===== config.mk =====
export PLATFORM = sky130hd
export DESIGN_NAME = poly_voice_engine_flat
export DESIGN_NICKNAME = d
export VERILOG_FILES = /design/src/rtl/poly_voice_engine_if.sv /design/src/rtl/poly_voice_engine.sv /design/src/flat_wrapper.sv
export SDC_FILE = /design/constraint.sdc
export NUM_CORES = 1
export LEC_CHECK = 0
export BUFFER_PORTS_ARGS = -buffer_cell sky130_fd_sc_hd__buf_2
export CAP_MARGIN = 40
export CORE_ASPECT_RATIO = 1.2
export CORE_MARGIN = 2
export CORE_UTILIZATION = 29
export CTS_CLUSTER_SIZE = 12
export DETAILED_ROUTE_END_ITERATION = 10
export PLACE_DENSITY_LB_ADDON = 0.2
export SYNTH_ARGS = -nofsm -noshare
export SYNTH_HDL_FRONTEND = slang
export SYNTH_SLANG_ARGS = --single-unit

===== constraint.sdc =====
create_clock -name clk -period 5.7 [get_ports clk]
set_input_delay 0.855 -clock clk [delete_from_list [all_inputs] [get_ports clk]]
set_output_delay 0.855 -clock clk [all_outputs]
set_load 0.05 [all_outputs]

===== src/rtl/poly_voice_engine_if.sv =====
// Note LUT port of poly_voice_engine.
// The engine (master) presents lut_note/lut_octave; the LUT (slave) returns
// lut_div exactly one clock later. There is no valid/ready pair: the request
// is accepted on every rising edge, and the response always lands on the next edge.
interface poly_voice_engine_if #(
    parameter int KEY_IDX_W     = 4,
    parameter int WIDTH_COUNTER = 16
);
    logic [KEY_IDX_W-1:0]     lut_note;
    logic [3:0]               lut_octave;
    logic [WIDTH_COUNTER-1:0] lut_div;

    modport master (output lut_note, output lut_octave, input lut_div);
    modport slave  (input lut_note, input lut_octave, output lut_div);
endinterface


===== src/rtl/poly_voice_engine.sv =====
// poly_voice_engine: polyphonic key scanner, voice allocator, per-voice tone
// dividers and a popcount mixer with PWM output.
// Optional feature macro: VOICE_STEAL_EN. When it is defined, a pressed key that
// finds no free voice steals the voice at steal_ptr (round robin).
// The o_dbg_* ports expose FSM state, scan pointer, owners, dividers and steal
// pointer so checkers can observe allocation without probing internals.
module poly_voice_engine #(
    parameter int NUM_KEYS      = 12,
    parameter int NUM_VOICES    = 4,
    parameter int WIDTH_COUNTER = 16,
    parameter int KEY_IDX_W     = $clog2(NUM_KEYS),
    parameter int MIX_W         = $clog2(NUM_VOICES + 1),
    parameter int VOICE_W       = (NUM_VOICES > 1) ? $clog2(NUM_VOICES) : 1
) (
    input  logic                                clk,
    input  logic                                rstn,
    input  logic [NUM_KEYS-1:0]                 keys,
    input  logic [3:0]                          octave,
    poly_voice_engine_if.master                 lut,
    output logic [NUM_VOICES-1:0]               voice_active,
    output logic [NUM_VOICES-1:0]               tone,
    output logic [MIX_W-1:0]                    mix,
    output logic                                pwm_out,
    output logic                                o_dbg_state,
    output logic [KEY_IDX_W-1:0]                o_dbg_scan_ptr,
    output logic [NUM_VOICES*KEY_IDX_W-1:0]     o_dbg_owner,
    output logic [NUM_VOICES*WIDTH_COUNTER-1:0] o_dbg_div,
    output logic [VOICE_W-1:0]                  o_dbg_steal_ptr
);
    typedef enum logic {S_CHECK = 1'b0, S_LOAD = 1'b1} state_t;
    typedef enum logic [1:0] {A_NONE = 2'd0, A_ALLOC = 2'd1, A_RELOAD = 2'd2} act_t;

    logic [NUM_KEYS-1:0]      r_ks_meta;
    logic [NUM_KEYS-1:0]      r_ks;
    state_t                   r_state;
    state_t                   w_state_next;
    logic [KEY_IDX_W-1:0]     r_scan_ptr;
    logic [3:0]               r_lut_octave;
    act_t                     r_act;
    act_t                     w_act_next;
    logic [VOICE_W-1:0]       r_act_voice;
    logic [VOICE_W-1:0]       w_act_voice_next;
    logic                     w_do_free;

    logic [NUM_VOICES-1:0]    r_active;
    logic [NUM_VOICES-1:0]    r_tone;
    logic [KEY_IDX_W-1:0]     r_owner [NUM_VOICES];
    logic [WIDTH_COUNTER-1:0] r_div   [NUM_VOICES];
    logic [WIDTH_COUNTER-1:0] r_cnt   [NUM_VOICES];

    logic [MIX_W-1:0]         r_mix;
    logic [MIX_W-1:0]         w_popcnt;
    logic [MIX_W-1:0]         r_pwm_cnt;
    logic                     r_pwm;

    logic                     w_key_pressed;
    logic                     w_owned;
    logic [VOICE_W-1:0]       w_owned_idx;
    logic                     w_any_free;
    logic [VOICE_W-1:0]       w_free_idx;

`ifdef VOICE_STEAL_EN
    logic [VOICE_W-1:0]       r_steal_ptr;
    logic                     r_act_steal;
    logic                     w_steal;
`endif

    assign w_key_pressed = r_ks[r_scan_ptr];

    // Two-flop synchroniser for the asynchronous key levels
    always_ff @(posedge clk or negedge rstn) begin
        if (!rstn) begin
            r_ks_meta <= '0;
            r_ks      <= '0;
        end else begin
            r_ks_meta <= keys;
            r_ks      <= r_ks_meta;
        end
    end

    // Find the voice owning the scanned key and the lowest-index free voice
    always_comb begin
        w_owned     = 1'b0;
        w_owned_idx = '0;
        w_any_free  = 1'b0;
        w_free_idx  = '0;
        for (int v = NUM_VOICES - 1; v >= 0; v--) begin
            if (r_active[v] && (r_owner[v] == r_scan_ptr)) begin
                w_owned     = 1'b1;
                w_owned_idx = VOICE_W'(v);
            end
            if (!r_active[v]) begin
                w_any_free = 1'b1;
                w_free_idx = VOICE_W'(v);
            end
        end
    end

    // FSM state register
    always_ff @(posedge clk or negedge rstn) begin
        if (!rstn) begin
            r_state <= S_CHECK;
        end else begin
            r_state <= w_state_next;
        end
    end

    // FSM next state and per-key action decision
    always_comb begin
        w_state_next     = r_state;
        w_act_next       = A_NONE;
        w_act_voice_next = r_act_voice;
        w_do_free        = 1'b0;
`ifdef VOICE_STEAL_EN
        w_steal          = 1'b0;
`endif
        case (r_state)
            S_CHECK: begin
                w_state_next = S_LOAD;
                if (w_owned) begin
                    if (w_key_pressed) begin
                        w_act_next       = A_RELOAD;
                        w_act_voice_next = w_owned_idx;
                    end else begin
                        w_do_free = 1'b1;
                    end
                end else if (w_key_pressed) begin
                    if (w_any_free) begin
                        w_act_next       = A_ALLOC;
                        w_act_voice_next = w_free_idx;
                    end
`ifdef VOICE_STEAL_EN
                    else begin
                        w_act_next       = A_ALLOC;
                        w_act_voice_next = r_steal_ptr;
                        w_steal          = 1'b1;
                    end
`endif
                end
            end
            S_LOAD: begin
                w_state_next = S_CHECK;
            end
            default: begin
                w_state_next = S_CHECK;
            end
        endcase
    end

    // Scan pointer, pending action, LUT octave and steal pointer
    always_ff @(posedge clk or negedge rstn) begin
        if (!rstn) begin
            r_scan_ptr   <= '0;
            r_act        <= A_NONE;
            r_act_voice  <= '0;
            r_lut_octave <= '0;
`ifdef VOICE_STEAL_EN
            r_steal_ptr  <= '0;
            r_act_steal  <= 1'b0;
`endif
        end else begin
            r_act        <= w_act_next;
            r_act_voice  <= w_act_voice_next;
            r_lut_octave <= octave;
`ifdef VOICE_STEAL_EN
            r_act_steal  <= w_steal;
            if ((r_state == S_LOAD) && r_act_steal) begin
                r_steal_ptr <= (r_steal_ptr == VOICE_W'(NUM_VOICES - 1)) ? '0 : r_steal_ptr + VOICE_W'(1);
            end
`endif
            if (r_state == S_LOAD) begin
                r_scan_ptr <= (r_scan_ptr == KEY_IDX_W'(NUM_KEYS - 1)) ? '0 : r_scan_ptr + KEY_IDX_W'(1);
            end
        end
    end

    // Per-voice tone dividers plus free/allocate/reload updates from the FSM.
    // The toggle test is >= so that a reload to a smaller divider does not
    // let the counter run on to wrap-around.
    always_ff @(posedge clk or negedge rstn) begin
        if (!rstn) begin
            r_active <= '0;
            r_tone   <= '0;
            for (int v = 0; v < NUM_VOICES; v++) begin
                r_owner[v] <= '0;
                r_div[v]   <= '0;
                r_cnt[v]   <= '0;
            end
        end else begin
            for (int v = 0; v < NUM_VOICES; v++) begin
                if (r_active[v] && (r_div[v] != '0)) begin
                    if (r_cnt[v] >= r_div[v]) begin
                        r_cnt[v]  <= '0;
                        r_tone[v] <= ~r_tone[v];
                    end else begin
                        r_cnt[v] <= r_cnt[v] + WIDTH_COUNTER'(1);
                    end
                end else begin
                    r_cnt[v]  <= '0;
                    r_tone[v] <= 1'b0;
                end
                if (w_do_free && (w_owned_idx == VOICE_W'(v))) begin
                    r_active[v] <= 1'b0;
                    r_tone[v]   <= 1'b0;
                    r_cnt[v]    <= '0;
                end
                if ((r_state == S_LOAD) && (r_act_voice == VOICE_W'(v))) begin
                    if (r_act == A_ALLOC) begin
                        r_owner[v]  <= r_scan_ptr;
                        r_div[v]    <= lut.lut_div;
                        r_active[v] <= 1'b1;
                        r_cnt[v]    <= '0;
                        r_tone[v]   <= 1'b0;
                    end else if (r_act == A_RELOAD) begin
                        r_div[v] <= lut.lut_div;
                    end
                end
            end
        end
    end

    // Count of voices currently high
    always_comb begin
        w_popcnt = '0;
        for (int v = 0; v < NUM_VOICES; v++) begin
            w_popcnt = w_popcnt + MIX_W'(r_tone[v]);
        end
    end

    // Registered mix level and PWM of that level over a NUM_VOICES-cycle frame
    always_ff @(posedge clk or negedge rstn) begin
        if (!rstn) begin
            r_mix     <= '0;
            r_pwm_cnt <= '0;
            r_pwm     <= 1'b0;
        end else begin
            r_mix     <= w_popcnt;
            r_pwm_cnt <= (r_pwm_cnt == MIX_W'(NUM_VOICES - 1)) ? '0 : r_pwm_cnt + MIX_W'(1);
            r_pwm     <= (r_pwm_cnt < r_mix);
        end
    end

    assign lut.lut_note   = r_scan_ptr;
    assign lut.lut_octave = r_lut_octave;
    assign voice_active   = r_active;
    assign tone           = r_tone;
    assign mix            = r_mix;
    assign pwm_out        = r_pwm;
    assign o_dbg_state    = r_state;
    assign o_dbg_scan_ptr = r_scan_ptr;

    for (genvar g = 0; g < NUM_VOICES; g++) begin : g_dbg
        assign o_dbg_owner[g*KEY_IDX_W +: KEY_IDX_W]         = r_owner[g];
        assign o_dbg_div[g*WIDTH_COUNTER +: WIDTH_COUNTER] = r_div[g];
    end

`ifdef VOICE_STEAL_EN
    assign o_dbg_steal_ptr = r_steal_ptr;
`else
    assign o_dbg_steal_ptr = '0;
`endif
endmodule


===== src/flat_wrapper.sv =====
// flat-port wrapper written by rule: the top's interface ports become plain ports
module poly_voice_engine_flat 
#(
    parameter int NUM_KEYS      = 12,
    parameter int NUM_VOICES    = 4,
    parameter int WIDTH_COUNTER = 16,
    parameter int KEY_IDX_W     = $clog2(NUM_KEYS),
    parameter int MIX_W         = $clog2(NUM_VOICES + 1),
    parameter int VOICE_W       = (NUM_VOICES > 1) ? $clog2(NUM_VOICES) : 1
)
  (clk, rstn, keys, octave, voice_active, tone, mix, pwm_out, o_dbg_state, o_dbg_scan_ptr, o_dbg_owner, o_dbg_div, o_dbg_steal_ptr, lut_lut_note, lut_lut_octave, lut_lut_div);
  poly_voice_engine_if #(.KEY_IDX_W(KEY_IDX_W), .WIDTH_COUNTER(WIDTH_COUNTER)) lut_i ();
  input  logic clk;
  input  logic rstn;
  input  logic [NUM_KEYS-1:0] keys;
  input  logic [3:0] octave;
  output logic [NUM_VOICES-1:0] voice_active;
  output logic [NUM_VOICES-1:0] tone;
  output logic [MIX_W-1:0] mix;
  output logic pwm_out;
  output logic o_dbg_state;
  output logic [KEY_IDX_W-1:0] o_dbg_scan_ptr;
  output logic [NUM_VOICES*KEY_IDX_W-1:0] o_dbg_owner;
  output logic [NUM_VOICES*WIDTH_COUNTER-1:0] o_dbg_div;
  output logic [VOICE_W-1:0] o_dbg_steal_ptr;
  output wire logic [$bits(lut_i.lut_note)-1:0] lut_lut_note;
  output wire logic [$bits(lut_i.lut_octave)-1:0] lut_lut_octave;
  input wire logic [$bits(lut_i.lut_div)-1:0] lut_lut_div;
  assign lut_lut_note = lut_i.lut_note;
  assign lut_lut_octave = lut_i.lut_octave;
  assign lut_i.lut_div = lut_lut_div;
  poly_voice_engine #(.NUM_KEYS(NUM_KEYS), .NUM_VOICES(NUM_VOICES), .WIDTH_COUNTER(WIDTH_COUNTER), .KEY_IDX_W(KEY_IDX_W), .MIX_W(MIX_W), .VOICE_W(VOICE_W)) u_core (.clk(clk), .rstn(rstn), .keys(keys), .octave(octave), .lut(lut_i), .voice_active(voice_active), .tone(tone), .mix(mix), .pwm_out(pwm_out), .o_dbg_state(o_dbg_state), .o_dbg_scan_ptr(o_dbg_scan_ptr), .o_dbg_owner(o_dbg_owner), .o_dbg_div(o_dbg_div), .o_dbg_steal_ptr(o_dbg_steal_ptr));
endmodule

## Word level (Yosys, flattened, before mapping)

Index checks and enable logic that the tools add are counted.
W data, S select, Z words.

| operators by class | value |
|---|---|
| magnitude comparators | 6 |
| shift-type cells | 0 |
| bitwise gates (word level) | 5 |
| mux-type cells | 87 |
| eq/ne operators | 14 |
| div/mod/pow operators | 0 |
| reductions and logical operators | 33 |
| multiply operators | 0 |
| add/subtract/negate cells | 9 |

Operators with widths:

| operator | number |
|---|---|
| $mux W16 | 22 |
| $add A16 B1 Y16 const B | 4 |
| $ge A16 B16 Y1 | 4 |
| $reduce_bool A16 Y1 | 4 |
| $mux W1 | 45 |
| $mux W2 | 16 |
| $eq A4 B4 Y1 | 4 |
| $logic_and A1 B1 Y1 | 16 |
| $reduce_and A2 Y1 | 8 |
| $eq A2 B2 Y1 const B | 5 |
| $add A3 B1 Y3 | 2 |
| $eq A2 B1 Y1 const B | 3 |
| $lt A4 B5 Y1 const B | 1 |
| $not A1 Y1 | 5 |
| $add A4 B1 Y4 const B | 1 |
| $bmux W1 S4 | 1 |
| $eq A4 B4 Y1 const B | 1 |
| $logic_not A2 Y1 | 2 |
| $mux W4 | 1 |
| $reduce_bool A2 Y1 | 2 |
| $add A3 B1 Y3 const B | 1 |
| $eq A3 B2 Y1 const B | 1 |
| $lt A3 B3 Y1 | 1 |
| $mux W3 | 1 |
| other kinds (3) | 3 |

| storage, ports and cells | value |
|---|---|
| memories kept | 0 |
| latch bits | 0 |
| output and inout port bits | 107 |
| logic and storage cells | 178 |
| bits in writable memories | 0 |
| bits in read-only memories | 0 |
| bits of input ports | 34 |
| flip-flop bits (word level) | 196 |

## Logic depth before layout (Yosys ltp)

Gate-level depths: netlist of the first run.

| logic depth | value |
|---|---|
| depth after elaboration | 12 |
| depth in mapped cells | 9 |
| depth with buffers taken out | 8 |

## Worst setup path before layout of the first run

OpenSTA, ideal clock, no wires.

| path | value |
|---|---|
| path type | reg-to-reg |
| start point | register u_core.r_scan_ptr[0], in the netlist u_core.lut.lut_note[0] |
| end point | register u_core.r_cnt[25] (netlist name) |
| required time | 5.581 ns |
| arrival time | 2.611 ns |
| path buffers | 2 |
| period minus slack after synthesis | 2.730 ns |
| cell stages (with the launch flop) | 9 |
| slack | 2.970 ns |
| cells stage by stage | dfrtp_1 -> buf_6 -> mux4_2 -> mux2_4 -> a211oi_4 -> nand3_4 -> o2111ai_4 -> buf_6 -> nor2_2 |

| on the way | value |
|---|---|
| longest elaborated chain between the ends | 12 |

RTL lines:

| what | RTL line | text |
|---|---|---|
| from (decl) | poly_voice_engine.sv:37 | `logic [KEY_IDX_W-1:0] r_scan_ptr;` |
| from (signal assigned) | poly_voice_engine.sv:172 | `r_scan_ptr <= (r_scan_ptr == KEY_IDX_W'(NUM_KEYS - 1)) ? '0 : r_scan_ptr + KEY_IDX_W'(1);` |
| $eq A4 B4 Y1 | poly_voice_engine.sv:88 | `if (r_active[v] && (r_owner[v] == r_scan_ptr)) begin` |
| $logic_and A1 B1 Y1 | poly_voice_engine.sv:88 |  |
| $mux W1 (4 in a row) | poly_voice_engine.sv:88 |  |
| $mux W1 | poly_voice_engine.sv:120 | `if (w_owned) begin` |
| $mux W1 | poly_voice_engine.sv:117 | `case (r_state)` |
| $logic_and A1 B1 Y1 * | poly_voice_engine.sv:202 | `if (w_do_free && (w_owned_idx == VOICE_W'(v))) begin` |
| $mux W16 * | poly_voice_engine.sv:202 |  |
| $mux W16 | poly_voice_engine.sv:208 | `if (r_act == A_ALLOC) begin` |
| $mux W16 * | poly_voice_engine.sv:207 | `if ((r_state == S_LOAD) && (r_act_voice == VOICE_W'(v))) begin` |
| to (signal, indexed assignment) | poly_voice_engine.sv:196 | `r_cnt[v] <= r_cnt[v] + WIDTH_COUNTER'(1);` |
| to (decl) | poly_voice_engine.sv:49 | `logic [WIDTH_COUNTER-1:0] r_cnt [NUM_VOICES];` |

Mark *: on every way between the ends. The rest lies on a longest branch, timed or not. The select of a mux whose other input is x is not followed.
A chain may end at the register's enable or synchronous reset.

## Worst setup path after layout of the first run

| path | value |
|---|---|
| start point | register u_core.r_scan_ptr[0], in the netlist u_core.lut.lut_note[0] |
| end point | register u_core.r_cnt[21] (netlist name) |

The elaborated chain is that of the path after synthesis.

==> impl_metrics.yaml, run 1 <==
global_routing:
  grt_pass1_vias: 7321
  grt_pass1_wl_mm: 42.8
  antenna_found_initial: 0
  grtUsageTotal_pct: 16.1
  grt_max_degree: 73
  overflow: 0
floorplan:
  io_pins: 141
  fp-row-count: 73
  die_y_um: 206
  start_util_pct: 29.6
  fp.coreArea_um2: 33200
  die_area_um2: 35400
  die_w_um: 172
power_and_ir_drop:
  p_leak_nw: 5.74
  ir_drop_mv: 0.294
  power.density_nw_per_um2: 531
synth:
  synth.distinct_cells: 63
  synth_top_family_by_area: "simple AND/OR/NAND/NOR gates"
  yosys.area_share.simple_pct: 15.4
  synthXorXnorAreaFrac_pct: 6.32
  synthAdderAreaFrac_pct: 9.74
  synthArstFlopShare_pct: 100
  yosysMostFrequentCell: "dfrtp_1"
  synth_commonest_cells: "196 x dfrtp_1, 99 x nand2_1, 87 x inv_1, 79 x o21ai_0, 75 x ha_1"
  seq_area_frac_synth_pct: 49.9
  synth_edf_count: 0
  ys_warn_count: 0
  synth_compound_area_share_pct: 10.1
  synth-main-ff-cell: "dfrtp_1"
  netlist.top_cell.by_area: "dfrtp_1"
  synth_cells: 952
  ys_ff_latch: 196
  avgSynthCellArea_um2: 10.3
  synthMuxAreaShare_pct: 3.38
  synth.cell_area_um2: 9840
  synth.top_cell.area_share_pct: 49.9
  synth_top_cells_by_area: "dfrtp_1 50%, ha_1 9.5%, xor2_1 4.5%, o21ai_0 4.0%, nand2_1 3.8%"
worst_hold_path:
  hold_class: "input port to async pin"
timing:
  fin_tns_setup_ns: 0
  maxSlewHeadroom_pct: 49.5
  fin_worst_skew_ns: 0.00991
  worstMarginPinSlew_ns: 0.756
  timing.fmax_ghz: 0.342
  rsz0062_at_grt: "false"
  worst_slack_ns: 2.78
  fin_crit_sh_pct: 51.2
  drv_slew: 0
  min_period_ns: 2.92
  setup_viol: 0
  hold_violations: 0
placement:
  place_hpwl_mm: 20.4
  place_inst: 1518
  post-place-ws_ns: 2.74
  io_buffers: 138
  place.gp.congestion: 0.767
cells_and_area:
  area_delta_synth_final_pct: 17.7
  finalNonFillerCells: 1550
  fin_nets: 1197
  antennaDiodeCount: 0
  final_layout_size_suffix_gt1_share_pct: 20.4
  utilization_pct: 34.8
clocking:
  numCtsBuffers: 17
  cts_resized: 0
  clk_pin_slew_ns: 0.08
  cts_setup_buffers: 0
  holdBufCountCts: 0
  cts_tree: "done"
  cts_max_path_buffers: 2
  clock_latency_ns: 0.44
  cts_root_buf: "clkbuf_16"
  clock-sinks: 196
  htreeDepth: 4
routing:
  drtIter0Drc: 406
  ant_nets: 0
  wire_per_inst_um: 17.6
  drc: 0
  drt-pass1-iter-count: 4
  via_per_inst: 4.68
  detail_route.wirelength_mm: 27.3
  vias: 7253
run_status:
  status: "complete, no violations"
critical_path:
  startpoint_type: "flip-flop"
  reg2reg_to: "u_core.r_cnt[21]"
  worstPathArrival_ns: 3.22
  critical_path.max_fanout: 16
  timing.rr.start: "u_core.lut.lut_note[0]"
  ff2ff_path_depth: 6
  r2r_slack_ns: 2.78
  end_kind: "flip-flop"
  crit_required_ns: 6.00
  critical_path_class: "flip-flop to flip-flop"
job:
  drv_cap: 0
[sequential cells by signal, indices dropped and copies added, names as in the netlist]
name                   flops
u_core.lut.lut_note        4
u_core.lut.lut_octave      4
u_core.mix                 3
u_core.o_dbg_div          64
u_core.o_dbg_owner        16
u_core.o_dbg_state         1
u_core.pwm_out             1
u_core.r_act               2
u_core.r_act_voice         2
u_core.r_cnt              64
u_core.r_ks               12
u_core.r_ks_meta          12
u_core.r_pwm_cnt           3
u_core.tone                4
u_core.voice_active        4
[cell type report]
| cell class | count | area, um^2 |
|---|---|---|
| Clock buffer | 19 | 453 |
| Clock inverter | 13 | 103 |
| Fill cell | 3462 | 21700 |
| Multi-Input combinational cell | 639 | 4440 |
| Sequential cell | 196 | 4900 |
| Tap cell | 450 | 563 |
| Timing Repair Buffer | 146 | 791 |
| Inverter | 87 | 327 |
[logic make-up (layout without fill, tap and decap cells)]
logic type               Yosys count  after routing
AND/OR/NAND/NOR                  313            313
flip-flops                       196            196
AO/OA/AOI/OAI                    151            151
buffers and inverters            118            265
adder cells (fa/ha/maj)           76             76
XOR/XNOR                          71             71
multiplexers                      26             26
other                              1              2
[placed cells by master, fill, tap and decap left out, types with 3 or more instances in the layout]
cell	count
and3_1	15
xor2_1	50
nand2_1	99
a211oi_1	3
a21oi_1	17
nor2b_1	3
inv_1	87
and4_1	7
nor2_1	74
and2_1	3
clkinv_4	3
o21ai_0	79
a21o_1	20
xnor2_1	21
a221o_1	3
ha_1	75
clkbuf_16	17
nor2_2	10
nor3_1	9
clkinv_2	3
dfrtp_1	196
nand4_1	19
nor4_1	18
buf_2	137
nand2b_1	6
buf_4	4
a211o_1	3
buf_6	3
clkinvlp_4	4
nand3_1	37
clkbuf_8	3
mux2_2	21
[power breakdown]
group / switching, mW / total, mW / internal (mW) / leakage, nW
combinational: 2.02 / 2.80 / 0.772 / 2.99
clock: 0.570 / 1.16 / 0.589 / 0.265
sequential: 0.440 / 2.20 / 1.76 / 2.48
total: 3.03 / 6.15 / 3.12 / 5.74
[how the worst max path moves through the flow]
stage | start | to | cells past startpoint
floorplan | u_core.lut.lut_note[0] | u_core.r_cnt[25] | 8
global placement | u_core.lut.lut_note[0] | u_core.r_cnt[20] | 6
detailed placement | u_core.lut.lut_note[0] | u_core.r_cnt[21] | 6
CTS | u_core.lut.lut_note[0] | u_core.r_cnt[19] | 6
global route | u_core.lut.lut_note[0] | u_core.r_cnt[21] | 6
finish | u_core.lut.lut_note[0] | u_core.r_cnt[21] | 6
[through the flow]
stage               total power, mW  hold WS, ns  instance area, um^2
finish                         6.15        0.313                11600
global route                   6.60        0.306                11600
CTS                            6.24        0.296                11600
detailed placement             5.05        0.335                11000
global placement               5.00        0.334                11000
floorplan                      4.20        0.331                 9840
[routing by layer]
layer  up-vias  wire (um)  track usage, %
met5         -          0               0
met4         0        343            3.81
met3        21        825            2.73
met2       115      13400            27.3
met1      3594      12800            21.4
li1       3523          -               -
[critical path, cell delays in order, from the launching register on]
cell and delay (ns):
dfrtp_1 0.69, mux4_2 0.58, mux2_4 0.31, a211oi_4 0.34
nand3_4 0.18, o2111ai_4 0.57, nor2_1 0.11
Note: power is estimated with default switching activity, not from simulation.
==> inputs of run 2 (changes only) <==
==> constraint.sdc (replaced) <==
create_clock -name clk -period 3 [get_ports clk]
set_input_delay 0.45 -clock clk [delete_from_list [all_inputs] [get_ports clk]]
set_output_delay 0.45 -clock clk [all_outputs]
set_load 0.05 [all_outputs]
==> run 2 against run 1 <==
  * Critical path depth increased by 1
  * Flip-flop and latch count unchanged
  * Sequential power increased by 87%
  * Utilization increased by 0.30 points
  * Worst setup slack got worse by 2.5 ns
  * Routed wire length decreased by 0.54%
  * Count of clock-buffer cells in the layout decreased by 2
  * Non-clock buffer count increased by 12
  * Highest routed layer unchanged
==> impl_metrics.yaml, run 2 (same netlist as run 1, synthesis figures left out) <==
routing:
  ant_nets: 0
  wire_per_inst_um: 17.4
  drc: 0
  drtIter0Drc: 396
  detail_route.wirelength_mm: 27.2
  vias: 7300
  via_per_inst: 4.67
  drt-pass1-iter-count: 5
cells_and_area:
  final_cell_mix: "196 x dfrtp_1, 137 x buf_2, 99 x nand2_1"
  fin_nets: 1209
  layout_commonest_cell: "dfrtp_1"
  area_delta_synth_final_pct: 18.7
  final_layout_size_suffix_gt1_share_pct: 21.2
  utilization_pct: 35.1
  fill_cells: 3465
  antennaDiodeCount: 0
timing:
  rsz0062_at_grt: "false"
  fin_worst_skew_ns: 0.0151
  fin_crit_sh_pct: 89.4
  drv_slew: 0
  worst_slack_ns: 0.318
  maxSlewHeadroom_pct: 50.7
  setup_viol: 0
  min_period_ns: 2.68
  worstMarginPinSlew_ns: 0.737
  timing.fmax_ghz: 0.373
  hold_violations: 0
  fin_tns_setup_ns: 0
clocking:
  cts_setup_buffers: 0
  htreeDepth: 4
  clock-sinks: 196
  cts_resized: 0
  clock_latency_ns: 0.44
  cts_root_buf: "clkbuf_16"
  cts_tree: "done"
  holdBufCountCts: 0
  numCtsBuffers: 17
  clk_pin_slew_ns: 0.07
  cts_max_path_buffers: 2
power_and_ir_drop:
  switching_share_pct: 49.5
  p_leak_nw: 5.81
  ir_drop_mv: 0.524
  pwr-share-clk_pct: 18.9
  combinationalPowerShare_pct: 46.0
  p_seq_share_pct: 35.1
  total_power_mw: 11.7
  power.density_nw_per_um2: 1010
  intPower_mw: 5.93
  p_sw_mw: 5.81
critical_path:
  crit_required_ns: 3.36
  worstPathArrival_ns: 3.04
  r2r_slack_ns: 0.32
  critical_path_class: "flip-flop to flip-flop"
  end_kind: "flip-flop"
  startpoint_type: "flip-flop"
  critical_path.max_fanout: 16
floorplan:
  fp.coreArea_um2: 33200
  fp-row-count: 73
  die_area_um2: 35400
  start_util_pct: 29.6
  die_w_um: 172
  io_pins: 141
  die_y_um: 206
global_routing:
  grt-busiest-layer: "met2"
  met2_usage_pct: 27.6
  grt.met3_usage_pct: 2.37
  grtUsageTotal_pct: 16.0
  grt_pass1_vias: 7362
  grt_use_met1_pct: 20.9
  antenna_found_initial: 1
  overflow: 0
  grt_max_degree: 74
  grt_pass1_wl_mm: 42.5
job:
  drv_cap: 0
placement:
  io_buffers: 138
  place_hpwl_mm: 20.6
  place.gp.congestion: 0.792
  post-place-ws_ns: 0.328
run_status:
  status: "complete, no violations"
worst_hold_path:
  hold_class: "input port to async pin"
-- run 2: changes by cell type in the layout (fill, tap and decap cells not counted) --
cell and change:
buf_4 +13, inv_8 -1, inv_6 +4, clkinv_4 -2, buf_6 -2, clkinv_8 +3
clkinvlp_4 -2, clkbuf_8 -2, buf_12 +2, buf_16 -1
-- run 2: through the flow --
stage | area [um^2] | hold WS, ns | instances
3_3_place_gp | 11100 | 0.338 | 1529
3_5_place_dp | 11100 | 0.335 | 1530
6_report | 11700 | 0.0287 | 1562
2_1_floorplan | 9840 | 0.154 | 953
4_1_cts | 11700 | 0.0489 | 1562
5_1_grt | 11700 | 0.0659 | 1562
-- run 2: layer usage --
metal  part of all wire, %  up-vias
met5                     0        -
met3                   3.6       22
met2                    49      150
li1                      -     3547
met1                    46     3581
met4                   1.3        0
-- run 2: worst paths after layout --
check | startpoint | to | cells after the start
worst max register to register | u_core.lut.lut_note[0] | u_core.r_cnt[34] | 7
worst min-delay path | rstn | u_core.lut.lut_octave[0] | 1
worst min register to register | u_core.r_ks_meta[3] | u_core.r_ks[3] | 0
max in group asynchronous | rstn | u_core.r_act_voice[0] | 2
min in group clk | octave[1] | u_core.lut.lut_octave[1] | 1
worst max-delay path | u_core.lut.lut_note[0] | u_core.r_cnt[34] | 7
-- run 2: cell type report --
type                       instances  area, um^2  share of cell area (%)
sequential                       196        4900                    42.0
multi-input combinational        639        4440                    38.0
timing repair buffer             158         878                    7.52
tap                              450         563                    4.82
clock buffer                      17         425                    3.64
inverter                          87         327                    2.80
clock inverter                    15         143                    1.22
-- run 2: power groups by stage --
stage	logic, mW	clock network (mW)	registers (mW)
floorplan	2.09	0	5.90
global placement	5.40	0	4.17
detailed placement	5.46	0	4.16
CTS	5.47	2.30	4.12
global route	5.91	2.43	4.23
finish	5.40	2.22	4.12
-- run 2: worst max-delay path, stage by stage, from the launching register on --
cell      delay (ns)
dfrtp_1         0.47
buf_4           0.21
inv_1           0.15
o211ai_1        0.12
or4_1           0.60
a311oi_2        0.42
o211ai_2        0.42
nor2_1          0.21
==> inputs of run 3 (changes only) <==
--- a/config.mk
+++ b/config.mk
@@ -5,8 +5,11 @@
 export SDC_FILE = /design/constraint.sdc
 export NUM_CORES = 1
 export LEC_CHECK = 0
+export ABC_AREA = 1
 export BUFFER_PORTS_ARGS = -buffer_cell sky130_fd_sc_hd__buf_2
 export CAP_MARGIN = 40
+export CELL_PAD_IN_SITES_DETAIL_PLACEMENT = 1
+export CELL_PAD_IN_SITES_GLOBAL_PLACEMENT = 2
 export CORE_ASPECT_RATIO = 1.2
 export CORE_MARGIN = 2
 export CORE_UTILIZATION = 29
==> run 3 against run 2 <==
  * Global-route usage up 1.5 points
  * Worst hold slack improved by 0.0030 ns
  * Die area rose by 4.0%
  * Total power is 3.3% higher
  * Sequential share of layout area decreased by 1.2 points
  * Area after synthesis rose by 4.1%
  * Flip-flop and latch count stayed put
  * Critical path depth increased by 4
  * Design area rose by 3.0%
==> impl_metrics.yaml, run 3 <==
run_status:
  status: "complete, no violations"
routing:
  drc: 0
  via_per_inst: 4.51
  drt-pass1-iter-count: 4
  vias: 8047
  ant_nets: 0
  detail_route.wirelength_mm: 30.7
  drtIter0Drc: 318
  wire_per_inst_um: 17.2
synth:
  synth-main-ff-cell: "dfrtp_1"
  synth.distinct_cells: 41
  synth_top_cells_by_area: "dfrtp_1 48%, nand2_1 9.2%, ha_1 9.2%, inv_1 5.6%, o21ai_0 4.7%"
  avgSynthCellArea_um2: 8.78
  synth.cell_area_um2: 10200
  netlist.top_cell.by_area: "dfrtp_1"
  yosysMostFrequentCell: "nand2_1"
  synth_cells: 1166
  ys_ff_latch: 196
  ys_warn_count: 0
  synth.top_cell.area_share_pct: 47.9
  synth_edf_count: 0
  synth_commonest_cells: "252 x nand2_1, 196 x dfrtp_1, 154 x inv_1, 103 x nor2_1, 96 x o21ai_0"
  synthArstFlopShare_pct: 100
  seq_area_frac_synth_pct: 47.9
power_and_ir_drop:
  p_leak_nw: 6.26
  total_power_mw: 12.1
  power.density_nw_per_um2: 1010
  ir_drop_mv: 0.380
timing:
  drv_slew: 0
  min_period_ns: 2.37
  fin_tns_setup_ns: 0
  worstMarginPinSlew_ns: 0.711
  timing.fmax_ghz: 0.423
  maxSlewHeadroom_pct: 52.2
  fin_worst_skew_ns: 0.0115
  fin_crit_sh_pct: 78.9
  rsz0062_at_grt: "false"
  setup_viol: 0
  hold_violations: 0
critical_path:
  slowest_stage: "dfrtp_1"
  critical_path.max_fanout: 18
  cp_top_family: "simple AND/OR/NAND/NOR gates"
  critical-path-max-stage-delay_ns: 0.71
  crit_required_ns: 3.31
  worstPathArrival_ns: 2.68
  crit_chain: "inv_2 > nand2_1 > nand2_1 > nor2_1 > nand3_2 > nand2_4 > o21ai_4 > nor2_8 > nand2_4 > nand2_2 > nor2_1"
  end_kind: "flip-flop"
  startpoint_type: "flip-flop"
  crit_buf_inv: 1
  critical_path_class: "flip-flop to flip-flop"
global_routing:
  grt_use_met1_pct: 23.7
  grt_pass1_wl_mm: 49.2
  grt_max_degree: 74
  overflow: 0
  met2_usage_pct: 29.4
  grt-busiest-layer: "met2"
  grt_pass1_vias: 8479
  grt.met3_usage_pct: 2.90
  antenna_found_initial: 2
  grtUsageTotal_pct: 17.5
cells_and_area:
  area_delta_synth_final_pct: 17.4
  finalNonFillerCells: 1785
  antennaDiodeCount: 0
  fin_nets: 1420
  fill_cells: 4134
  final_layout_size_suffix_gt1_share_pct: 18.5
  layout_commonest_cell: "nand2_1"
  final_cell_mix: "252 x nand2_1, 196 x dfrtp_1, 154 x inv_1"
floorplan:
  die_y_um: 210
  die_w_um: 176
  die_area_um2: 36800
  fp.coreArea_um2: 34900
  io_pins: 141
  fp-row-count: 75
  start_util_pct: 29.3
clocking:
  cts_setup_buffers: 0
  holdBufCountCts: 0
  cts_tree: "done"
  cts_resized: 0
  clk_pin_slew_ns: 0.08
  clock_latency_ns: 0.44
  cts_max_path_buffers: 2
  clock-sinks: 196
  numCtsBuffers: 17
  htreeDepth: 4
  cts_root_buf: "clkbuf_16"
worst_hold_path:
  hold_class: "input port to async pin"
placement:
  place.gp.congestion: 0.791
  place_hpwl_mm: 23.2
  place_inst: 1753
  io_buffers: 138
job:
  drv_cap: 0
==> run 3: changes by cell type after synthesis, sizes merged, moves of 12 or more <==
cell and change:
nor2 +55, o21ai +25, inv +71, mux2 -22, xor2 -12, a21oi +16, nand2 +164, and3 -15
a21o -18
==> run 3: layer usage <==
layer  vias up  part of all wire (%)
li1       4006                     -
met1      3893                    48
met2       129                    48
met3        17                   3.2
met4         2                  0.83
met5         -                 0.042
==> run 3: logic make-up after synthesis <==
group	share of synthesized area [%]
AOI/OAI and AO/OA	8.37
xor gates and xnor gates	4.28
adders and majority gates	9.36
buffers and inverters	7.80
DFF	47.9
other	0.0366
and+or+nand+nor	22.3
==> run 3: worst paths after layout <==
path	from	endpoint	slack (ns)	cells past startpoint
setup reg to reg	u_core.lut.lut_note[0]	u_core.r_cnt[51]	0.63	11
hold / removal	rstn	u_core.o_dbg_div[36]	0.03	1
hold reg to reg	u_core.r_ks_meta[5]	u_core.r_ks[5]	0.35	0
setup / recovery	u_core.lut.lut_note[0]	u_core.r_cnt[51]	0.63	11
min in group clk	keys[1]	u_core.r_ks_meta[1]	0.11	1
max in group asynchronous	rstn	u_core.tone[3]	2.17	2
==> run 3: worst reg2reg max path: stages (launching register included) <==
cell and delay, ns:
dfrtp_1 0.71, inv_2 0.25, nand2_1 0.11, nand2_1 0.06
nor2_1 0.11, nand3_2 0.15, nand2_4 0.14, o21ai_4 0.08
nor2_8 0.14, nand2_4 0.08, nand2_2 0.33, nor2_1 0.09
==> run 3: final cells by class <==
cell class                 count  area (um^2)  area share [%]
clock inverter                11         92.6           0.770
tap                          462          578            4.81
timing repair buffer         154          847            7.04
inverter                     158          593            4.93
sequential                   196         4900            40.8
clock buffer                  21          470            3.91
multi-input combinational    783         4540            37.8
==> run 3: metrics by stage <==
step / worst slack (ns) / hold slack, ns / instance area, um^2 / utilization [%]
3_3_place_gp: 0.669 / 0.332 / 11400 / 32.8
5_1_grt: 0.362 / 0.0692 / 12000 / 34.5
3_5_place_dp: 0.616 / 0.336 / 11500 / 32.8
4_1_cts: 0.606 / 0.0422 / 12000 / 34.5
6_report: 0.634 / 0.0318 / 12000 / 34.5
2_1_floorplan: 0.867 / 0.154 / 10200 / -
==> run 3: where the power goes <==
| part | switching (mW) | internal [mW] | leakage [nW] | total, mW |
|---|---|---|---|---|
| registers | 0.862 | 3.34 | 2.49 | 4.20 |
| clock network | 1.10 | 1.15 | 0.273 | 2.25 |
| logic | 4.18 | 1.50 | 3.49 | 5.68 |
| total | 6.15 | 5.99 | 6.26 | 12.1 |
